`src/rtl/uart_tx_fifo_drain.sv`:
```
// UART transmitter draining a show-ahead byte FIFO onto a serial line.
// Frame: start bit, 8 data bits LSB first, optional even parity, 1 or 2 stop bits.
// Frames for consecutive FIFO bytes go out back-to-back with no idle clocks between them.

module uart_tx_fifo_drain #(
   parameter int unsigned CLKS_PER_BIT = 10416,
   parameter int unsigned STOP_BITS    = 1,
   parameter int unsigned PARITY_EN    = 0
) (
   input  logic       clk,
   input  logic       rst,
   input  logic       fifo_empty,
   input  logic [7:0] fifo_rdata,
   output logic       fifo_rd,
   output logic       tx,
   output logic       tx_busy,
   output logic       tx_done
);

   localparam int unsigned     CntW   = $clog2(CLKS_PER_BIT);
   localparam logic [CntW-1:0] CntMax = CntW'(CLKS_PER_BIT - 1);
   localparam logic [CntW-1:0] CntOne = CntW'(1);
   // Value of the stop-bit index during the final stop bit.
   localparam logic            StopLast = (STOP_BITS == 2);

   typedef enum logic [2:0] {
      StIdle,
      StStart,
      StData,
      StParity,
      StStop
   } state_e;

   state_e          state_q;
   logic [CntW-1:0] baud_cnt_q;
   logic [2:0]      bit_idx_q;
   logic            stop_idx_q;
   logic [7:0]      shift_q;

   logic baud_wrap;
   logic end_of_frame;
   logic data_parity;

   // End of the current bit period.
   assign baud_wrap = (baud_cnt_q == CntMax);

   // Last clock of the last stop bit; a waiting byte is popped here to chain frames.
   assign end_of_frame = (state_q == StStop) && baud_wrap && (stop_idx_q == StopLast);

   // Pop only when a byte is present and the line is free at the next edge.
   assign fifo_rd = !fifo_empty && ((state_q == StIdle) || end_of_frame);

   // Even parity over the latched byte.
   assign data_parity = ^shift_q;

   // Frame sequencer: baud counter, bit stepping and registered line outputs.
   always_ff @(posedge clk or posedge rst) begin
      if (rst) begin
         state_q    <= StIdle;
         baud_cnt_q <= '0;
         bit_idx_q  <= 3'd0;
         stop_idx_q <= 1'b0;
         shift_q    <= 8'h00;
         tx         <= 1'b1;
         tx_busy    <= 1'b0;
         tx_done    <= 1'b0;
      end else begin
         tx_done <= 1'b0;

         if (state_q != StIdle) begin
            baud_cnt_q <= baud_wrap ? '0 : baud_cnt_q + CntOne;
         end

         case (state_q)
            StIdle: begin
               if (fifo_rd) begin
                  shift_q    <= fifo_rdata;
                  state_q    <= StStart;
                  baud_cnt_q <= '0;
                  tx         <= 1'b0;
                  tx_busy    <= 1'b1;
               end
            end

            StStart: begin
               if (baud_wrap) begin
                  state_q   <= StData;
                  bit_idx_q <= 3'd0;
                  tx        <= shift_q[0];
               end
            end

            StData: begin
               if (baud_wrap) begin
                  if (bit_idx_q == 3'd7) begin
                     if (PARITY_EN != 0) begin
                        state_q <= StParity;
                        tx      <= data_parity;
                     end else begin
                        state_q    <= StStop;
                        stop_idx_q <= 1'b0;
                        tx         <= 1'b1;
                     end
                  end else begin
                     bit_idx_q <= bit_idx_q + 3'd1;
                     tx        <= shift_q[bit_idx_q + 3'd1];
                  end
               end
            end

            StParity: begin
               if (baud_wrap) begin
                  state_q    <= StStop;
                  stop_idx_q <= 1'b0;
                  tx         <= 1'b1;
               end
            end

            StStop: begin
               if (baud_wrap) begin
                  if (stop_idx_q == StopLast) begin
                     tx_done <= 1'b1;
                     if (fifo_rd) begin
                        // Chain straight into the next start bit.
                        shift_q    <= fifo_rdata;
                        state_q    <= StStart;
                        baud_cnt_q <= '0;
                        tx         <= 1'b0;
                     end else begin
                        state_q <= StIdle;
                        tx      <= 1'b1;
                        tx_busy <= 1'b0;
                     end
                  end else begin
                     stop_idx_q <= 1'b1;
                  end
               end
            end

            default: begin
               state_q <= StIdle;
               tx      <= 1'b1;
               tx_busy <= 1'b0;
            end
         endcase
      end
   end

endmodule

```
`config.mk`:
```
export PLATFORM = sky130hd
export DESIGN_NAME = uart_tx_fifo_drain
export DESIGN_NICKNAME = d
export VERILOG_FILES = /design/src/rtl/uart_tx_fifo_drain.sv
export SDC_FILE = /design/constraint.sdc
export NUM_CORES = 1
export LEC_CHECK = 0
export CAP_MARGIN = 15
export CORE_ASPECT_RATIO = 1.4
export CORE_MARGIN = 3
export CORE_UTILIZATION = 53
export CTS_BUF_LIST = sky130_fd_sc_hd__clkbuf_8
export DETAILED_ROUTE_END_ITERATION = 10
export GPL_TIMING_DRIVEN = 0
export PLACE_DENSITY = 0.9
export SETUP_SLACK_MARGIN = 0.1
export SLEW_MARGIN = 0
export SYNTH_ARGS = -nofsm -noshare
export SYNTH_HDL_FRONTEND = slang
export SYNTH_SLANG_ARGS = --single-unit
```
`constraint.sdc`:
```
create_clock -name clk -period 2.4 [get_ports clk]
set_clock_uncertainty 0.2 [all_clocks]
set_input_delay 0.48 -clock clk [delete_from_list [all_inputs] [get_ports clk]]
set_output_delay 0.48 -clock clk [all_outputs]
set_load 0.1 [all_outputs]
```
; ---- After elaboration in Yosys (flattened, before gate mapping)
; Index checks and enable logic that the tools add are counted.
[word_totals]
register_bits = 32
input_bits = 11
output_inout_bits = 4
wordCells = 93
[op_classes]
n_addsub = 2
n_lt_le_gt_ge = 1
n_eq_ne = 15
mux = 48
n_bitwise = 2
n_reduce_logical = 17
[op_table]
columns = op, count
row1 = $mux W14, 5
row2 = $mux W3, 10
row3 = $pmux W14 S2, 1
row4 = $mux W8, 3
row5 = $mux W1, 22
row6 = $ne A2 B2 Y1 const B, 9
row7 = $pmux W8 S2, 1
row8 = $pmux W3 S5, 1
row9 = $add A14 B1 Y14 const B, 1
row10 = $eq A14 B14 Y1 const B, 1
row11 = $reduce_and A5 Y1, 2
row12 = $reduce_and A7 Y1, 1
row13 = $eq A3 B2 Y1 const B, 2
row14 = $eq A3 B3 Y1 const B, 2
row15 = $pmux W1 S3, 2
row16 = $pmux W3 S2, 1
row17 = $reduce_and A6 Y1, 1
row18 = $reduce_bool A3 Y1, 2
row19 = $pmux W1 S5, 1
row20 = $lt A3 B4 Y1 const B, 1
row21 = $reduce_and A4 Y1, 1
row22 = $reduce_bool A2 Y1, 2
row23 = $add A3 B1 Y3 const B, 1
row24 = $bmux W1 S3, 1
row25 = 8 further kinds, 11

; ---- Logic depth before layout (Yosys ltp)
; Gate-level depths: netlist of run 1.
[logic_depth]
word_depth = 9
ltp_mapped = 8

; ---- Worst setup path after synthesis of run 1
; Ideal clock, no wire load.
[synth_path]
path_type = flip-flop to output port
startpoint = reg baud_cnt_q[8]
endpoint = out fifo_rd
arrival_ns = 1.819
path_slack_ns = -0.099
stages_incl_launch_ff = 7
n_path_buf = 1
cell_sequence = dfrtp_1 -> nor4b_2 -> nand4_1 -> buf_2 -> nand2_1 -> nand2_2 -> inv_1
[synth_via]
elab_chain_len = 5
[synth_lines]
columns = element, line
row1 = start: declaration, 35  ; logic [CntW-1:0] baud_cnt_q;
row2 = start signal: assignment, 71  ; baud_cnt_q <= baud_wrap ? '0 : baud_cnt_q + CntOne;
row3 = $eq A14 B14 Y1, 45  ; assign baud_wrap = (baud_cnt_q == CntMax);
row4 = $logic_and A1 B1 Y1 (2 in series), 48  ; assign end_of_frame = (state_q == StStop) && baud_wrap && (stop_idx_q == StopLast);
row5 = $logic_or A1 B1 Y1, 51  ; assign fifo_rd = !fifo_empty && ((state_q == StIdle) || end_of_frame);
row6 = $logic_and A1 B1 Y1, 51
row7 = end: declaration, 14  ; output logic fifo_rd,
; No other way between the ends.

; ---- Final worst setup path of run 1
[layout_path]
startpoint = reg bit_idx_q[1]
endpoint = reg tx
[layout_via]
elab_chain_len = 6
elab_cells_between_ends = 7
classes_between = 1 x add/sub / 1 x eq/ne / 5 x mux
[layout_lines]
columns = element, line
row1 = start: declaration, 36  ; logic [2:0] bit_idx_q;
row2 = start signal: assignment, 105  ; bit_idx_q <= bit_idx_q + 3'd1;
row3 = $add A3 B1 Y3, 106  ; tx <= shift_q[bit_idx_q + 3'd1];
row4 = $bmux W1 S3, 106
row5 = $mux W1 (implied by the code), 106
row6 = $mux W1 *, 95  ; if (bit_idx_q == 3'd7) begin
row7 = $mux W1 *, 94  ; if (baud_wrap) begin
row8 = $pmux W1 S5 *, 74  ; case (state_q)
row9 = end signal: assignment, 89  ; tx <= shift_q[0];
row10 = end signal: assignment, 98  ; tx <= data_parity;
row11 = end signal: assignment, 106
row12 = end: declaration, 15  ; output logic tx,
; Every way passes the cells marked *; elsewhere a longest branch is shown, timed or not. The select of a mux whose other input is x is not followed.
; A chain may end at the register's enable or synchronous reset.

==> run_results.csv, run 1 <==
group,metric,value,unit
yosys,synth.net_count,163,
yosys,synth_edf_count,0,
setup_path,path_buf_inv,0,
die,fp.dieArea,0.00365,mm^2
layout,utilization,73.4,%
grt,grt_pass1_vias,1316,
setup_path,critPathKind,"reg -> reg",
yosys,synth_commonest_cells,"30 x dfrtp_1, 22 x nor2_1, 12 x mux2_2",
power,leakagePower,0.898,nW
detailed_routing,ant_nets,0,
timing,rsz0062_at_grt,"yes",
placed_design,place_ws,-1270,ps
yosys,synth.yosys.warnings,0,
setup_path,worstPathMaxFanout,5,
detailed_routing,dr_wl_met3,97,um
layout,nFillCells,189,
setup_path,start_kind,"register",
grt,grt_pass1_wl,5590,um
yosys,synth_area,0.00156,mm^2
run_status,status,"finished, violations left",
layout,drive_gt1_share,27.8,%
die,ios,15,
layout,antenna_cells,0,
placed_design,portBuffers,14,
timing,hold_violations,0,
setup_path,path_cells,"ha_2 > ha_4 > mux2_4 > mux4_2 > o21ai_2 > o211ai_1 > mux2_4",
die,coreArea,0.00273,mm^2
yosys,synth_seq_cells,31,
detailed_routing,wl_met2,1770,um
yosys,synth-seq-area-share,49.7,%
yosys,synth.most_common_cell,"dfrtp_1",
timing,setup_violations,2,
power,power_density,774,mW/mm^2
clocking,clkTransAtPathRegs,60,ps
power,p_int,1.06,mW
yosys,async_reset_ff_share,100,%
power,pwr-share-seq,47.5,%
power,p_sw_share,31.8,%
timing,slew_viol_final,0,
detailed_routing,dr.pass1.iters,4,
clocking,numCtsBuffers,5,
detailed_routing,m1WireLength,1200,um
placed_design,dp_hpwl,2120,um
clocking,hold_buffers,0,
grt,track_usage,20.7,%
detailed_routing,drt_iter0_drc,16,
setup_path,path_common_cell,"mux2_4",
timing,setup_tns,-168,ps
run,drv_cap,0,
clocking,tritoncts,"yes",
yosys,synth_cells,149,
layout,syn_to_final_growth,27.9,%
grt,antenna_found_initial,0,
setup_path,crit_required,2410,ps
setup_path,crit_path_end_kind,"register",
worst_hold_path,hp-class,"in -> async",
power,irDropWorstVdd,0.000690,V
setup_path,max_stage_delay,490,ps
detailed_routing,wl_per_cell,14.8,um
die,die_y,70.3,um
timing,relSlewSlack,36.6,%
die,die_w,51.9,um
power,clkPwrFrac,24.7,%
clocking,cts_max_level,2,
timing,hold_slack,274,ps
power,power_switching,0.492,mW
yosys,synth_ff_type,"dfrtp_1",
grt,grt_max_degree,32,
setup_path,rrSetupSlack,-130,ps
timing,postLayoutSetupSlackWorst,-134,ps
setup_path,slowest_stage,"mux4_2",
timing,tightest_slew,954,ps
detailed_routing,via_per_inst,5.47,
clocking,clockRootBuffer,"clkbuf_8",
clocking,cts_sinks,31,
timing,fin_crit_sh,106,%
setup_path,worstPathArrival,2550,ps
placed_design,placed_area,0.00177,mm^2
grt,grt.overflow.total,0,
yosys,synth_area_leader_cell,"dfrtp_1",
power,power_frac_comb,27.8,%
detailed_routing,num_vias,1182,
layout,layout.nets,193,
layout,stdcell_area,0.00200,mm^2
run_status,violations,"setup timing",
yosys,synth.distinct_cells,36,
timing,min_period,2530,ps
yosys,avgSynthCellArea,10.5,um^2
detailed_routing,drc,0,
clocking,clk_path_buf_depth,2,
yosys,yosysTopAreaCellShare,48.0,%
timing,fmax,395,MHz
die,rows,22,
yosys,synthTopCellsByArea,"dfrtp_1 48%, mux2_2 8.6%, nor2_1 5.3%",
placed_design,gp_congestion,0.831,
clocking,clk-insertion-delay-late,280,ps
detailed_routing,wl,3200,um
die,start_util,57.4,%
setup_path,cp_top_family,"multiplexers",
detailed_routing,dr.max_layer_used,"met4",
-- kinds of logic after synthesis --
group	Yosys count	synth area share [%]
adders and majority gates	3	2.40
DFF	31	49.7
muxes	16	12.1
buffers and inverters	10	2.80
and+or+nand+nor	63	20.8
xor gates and xnor gates	13	7.28
AOI/OAI and AO/OA	13	4.96
-- flip-flops by register name, summed over array words and instances (netlist names) --
signal,count
bit_idx_q,3
tx_busy,1
baud_cnt_q,14
tx,1
tx_done,1
shift_q,8
state_q,3
-- metrics by stage --
step | instances | power, mW
2_1_floorplan | 149 | 1.02
3_3_place_gp | 199 | 1.09
3_5_place_dp | 199 | 1.12
4_1_cts | 212 | 1.53
5_1_grt | 216 | 1.64
6_report | 216 | 1.55
-- worst register-to-register path, cell delays in order, from the launching register on --
cell	delay (ps)
dfrtp_1	380
ha_2	200
ha_4	320
mux2_4	300
mux4_2	490
o21ai_2	180
o211ai_1	110
mux2_4	290
-- layout make-up --
type | count | area (um^2) | area share, %
Multi-Input combinational cell | 108 | 807 | 40.3
Sequential cell | 31 | 777 | 38.8
Timing Repair Buffer | 23 | 236 | 11.8
Clock buffer | 5 | 68.8 | 3.44
Tap cell | 36 | 45.0 | 2.25
Buffer | 7 | 38.8 | 1.94
Inverter | 3 | 15.0 | 0.750
Clock inverter | 3 | 12.5 | 0.625
-- per-layer routing --
layer	vias to the layer above	GRT usage, %
met5	-	0
met4	0	13.1
met3	13	6.18
met2	23	35.0
met1	573	21.4
li1	573	-
-- final timing paths --
path,startpoint,end,depth (start not counted)
max,bit_idx_q[1]$_DFFE_PP0P_,tx$_DFFE_PP1P_,7
min,rst,baud_cnt_q[8]$_DFF_PP0_,2
max reg2reg,bit_idx_q[1]$_DFFE_PP0P_,tx$_DFFE_PP1P_,7
min reg2reg,bit_idx_q[1]$_DFFE_PP0P_,bit_idx_q[1]$_DFFE_PP0P_,2
max in group asynchronous,rst,tx$_DFFE_PP1P_,3
min in group clk,bit_idx_q[1]$_DFFE_PP0P_,bit_idx_q[1]$_DFFE_PP0P_,2
-- what timing repair did --
| item | in CTS | in global routing |
|---|---|---|
| resized for setup | 24 | 3 |
| endpoints found under the setup margin | 5 | 3 |
| buffers inserted | 5 | 3 |
| pin swaps | 1 | 2 |
-- placed cells by master (no fill, tap or decap), types with 5 or more instances in the layout --
cell,count
xnor2_1,8
xor2_1,5
mux2_2,8
clkdlybuf4s50_1,10
and3_1,6
nand2_1,10
dfrtp_1,30
nor2_1,22
buf_4,8
mux2_4,5
clkbuf_8,5
-- power groups by stage --
stage | Clock (mW) | Sequential, mW | Combinational, mW
CTS | 0.395 | 0.734 | 0.404
finish | 0.382 | 0.735 | 0.431
detailed placement | 0 | 0.742 | 0.377
global route | 0.421 | 0.754 | 0.470
floorplan | 0 | 0.782 | 0.237
global placement | 0 | 0.732 | 0.357
No activity file was read; power rests on OpenSTA's default activity.
==> inputs of run 2 (changes only) <==
--- a/config.mk
+++ b/config.mk
@@ -18,3 +18,4 @@
 export SYNTH_ARGS = -nofsm -noshare
 export SYNTH_HDL_FRONTEND = slang
 export SYNTH_SLANG_ARGS = --single-unit
+export TNS_END_PERCENT = 100
==> results of run 2 <==
The final DEF is identical to that of run 1; final timing and power are the same.
==> inputs of run 3 (changes only) <==
--- a/config.mk
+++ b/config.mk
@@ -5,15 +5,15 @@
 export SDC_FILE = /design/constraint.sdc
 export NUM_CORES = 1
 export LEC_CHECK = 0
-export CAP_MARGIN = 15
 export CORE_ASPECT_RATIO = 1.4
 export CORE_MARGIN = 3
-export CORE_UTILIZATION = 53
+export CORE_UTILIZATION = 56
 export CTS_BUF_LIST = sky130_fd_sc_hd__clkbuf_8
 export DETAILED_ROUTE_END_ITERATION = 10
 export GPL_TIMING_DRIVEN = 0
 export PLACE_DENSITY = 0.9
 export SETUP_SLACK_MARGIN = 0.1
+export SKIP_LAST_GASP = 1
 export SLEW_MARGIN = 0
 export SYNTH_ARGS = -nofsm -noshare
 export SYNTH_HDL_FRONTEND = slang
==> constraint.sdc (replaced) <==
create_clock -name clk -period 3.16 [get_ports clk]
set_clock_uncertainty 0.2 [all_clocks]
set_input_delay 0.632 -clock clk [delete_from_list [all_inputs] [get_ports clk]]
set_output_delay 0.632 -clock clk [all_outputs]
set_load 0.1 [all_outputs]
==> run 3 against run 2 <==
The flow now finishes without violations. Critical path depth rose by 1. Clock-buffer cell count up 1. Largest cell class is now flip-flops and latches. Die area is 4.8% lower. Critical endpoint is now fifo_rd. Highest routed layer unchanged.
==> run_results.csv, run 3 (same netlist as run 1, synthesis figures left out) <==
group,metric,value,unit
setup_path,cp_top_family,"simple AND/OR/NAND/NOR gates",
timing,hold_violations,0,
layout,top_regs,"baud_cnt_q (14), shift_q (8)",
placed_design,place_inst,199,
clocking,clockRootBuffer,"clkbuf_8",
worst_hold_path,hp-class,"reg -> reg",
grt,grt_pass1_wl,4840,um
grt,track_usage,19.2,%
timing,fin_crit_sh,92.1,%
layout,regArea,777,um^2
timing,rsz0062_at_grt,"no",
run_status,status,"finished clean",
layout,final_cells,206,
setup_path,reg2regPathDepth,7,
timing,tightest_slew,1130,ps
setup_path,critPathKind,"reg -> out",
placed_design,gp_congestion,0.828,
power,irDropWorstVdd,0.000577,V
die,fp.dieArea,0.00347,mm^2
grt,grt.overflow.total,0,
timing,min_period,2910,ps
die,coreArea,0.00264,mm^2
setup_path,rrSetupSlack,510,ps
setup_path,cp.depth,8,
layout,antenna_cells,0,
setup_path,slowest_stage,"dfrtp_1",
detailed_routing,ant_nets,0,
setup_path,path_buf_inv,3,
layout,drive_gt1_share,19.4,%
layout,syn_to_final_growth,17.8,%
die,die_w,50.7,um
layout,utilization,69.7,%
grt,grt_max_degree,32,
clocking,clk-insertion-delay-late,280,ps
power,power_density,631,mW/mm^2
setup_path,crit_required,2330,ps
run,drv_cap,0,
layout,layout.nets,184,
layout,stdcell_area,0.00184,mm^2
clocking,post_cts_buffers,0,
detailed_routing,drc,0,
die,rows,22,
setup_path,worstPathMaxFanout,10,
timing,relSlewSlack,24.7,%
layout,multi_input_area,748,um^2
timing,slew_viol_final,0,
detailed_routing,dr.pass1.iters,4,
worst_hold_path,hold_depth,2,
die,die_y,68.5,um
clocking,tritoncts,"yes",
timing,postLayoutSetupSlackWorst,251,ps
detailed_routing,via_per_inst,5.48,
layout,top_register,"baud_cnt_q",
timing,hold_slack,289,ps
layout,final_common_cell,"dfrtp_1",
clocking,numCtsBuffers,5,
setup_path,worstPathArrival,2080,ps
clocking,clkTransAtPathRegs,60,ps
setup_path,path_cells,"ha_1 > and3_1 > nand4_1 > buf_2 > nand2_1 > nand2_2 > inv_1 > buf_6",
grt,grt_pass1_vias,1136,
layout,layout_common_cells,"30 x dfrtp_1, 22 x nor2_1, 13 x clkdlybuf4s50_1",
die,ios,15,
timing,fmax,344,MHz
timing,setup_tns,0,ps
setup_path,crit_path_end_kind,"output port",
grt,antenna_found_initial,0,
placed_design,portBuffers,14,
placed_design,dp_hpwl,2030,um
layout,nFillCells,200,
layout,largest_reg_flops,14,
power,finalPower,1.16,mW
power,leakagePower,0.838,nW
placed_design,place_ws,-708,ps
timing,setup_violations,0,
clocking,clk_path_buf_depth,2,
setup_path,max_stage_delay,420,ps
setup_path,start_kind,"register",
clocking,cts_sinks,31,
detailed_routing,num_vias,1129,
die,start_util,59.2,%
detailed_routing,wl_per_cell,13.9,um
clocking,cts_max_level,2,
detailed_routing,wl,2860,um
placed_design,placed_area,0.00175,mm^2
detailed_routing,drt_iter0_drc,26,
run 3: final cells by class:
class / instances / area share [%]
flip-flops and latches: 31 / 42.2
multi-input cells: 108 / 40.6
repair buffers: 14 / 7.67
clock buffers: 6 / 4.48
well taps: 36 / 2.44
plain buffers: 7 / 1.77
inverters: 3 / 0.611
clock inverters: 1 / 0.272
run 3: worst paths after layout:
kind / from / to
worst max-delay path: baud_cnt_q[0]$_DFF_PP0_ / fifo_rd
worst min-delay path: bit_idx_q[1]$_DFFE_PP0P_ / bit_idx_q[1]$_DFFE_PP0P_
worst max register to register: bit_idx_q[0]$_DFFE_PP0P_ / tx$_DFFE_PP1P_
worst min register to register: bit_idx_q[1]$_DFFE_PP0P_ / bit_idx_q[1]$_DFFE_PP0P_
max in group asynchronous: rst / shift_q[2]$_DFFE_PP0P_
min in group asynchronous: rst / baud_cnt_q[11]$_DFF_PP0_
run 3: metal layers:
metal,routed length [um],track usage [%],share of wire (%),vias up
met5,0,0,0,-
met4,58,8.75,2.0,0
met3,121,6.02,4.2,6
met2,1570,35.6,55,20
met1,1120,19.7,39,550
li1,-,-,-,553
run 3: repair_timing:
item                                    in CTS  in global routing
resized for setup                            7                  1
endpoints found under the setup margin       1                  1
pin swaps                                    0                  0
hold buffers                                 0                  0
run 3: tightest hold or removal path, delay by kind of cell, from the launching register on:
family / cells / cell delay (ps)
compound gates: 1 / 60
simple gates: 1 / 50
flops: 1 / 350
run 3: report_power, final:
part           switching (mW)  total [mW]  leakage (nW)  internal [mW]
logic                   0.152       0.288         0.401          0.136
clock network           0.144       0.314        0.0470          0.171
registers              0.0727       0.561         0.390          0.488
total                   0.368        1.16         0.838          0.794
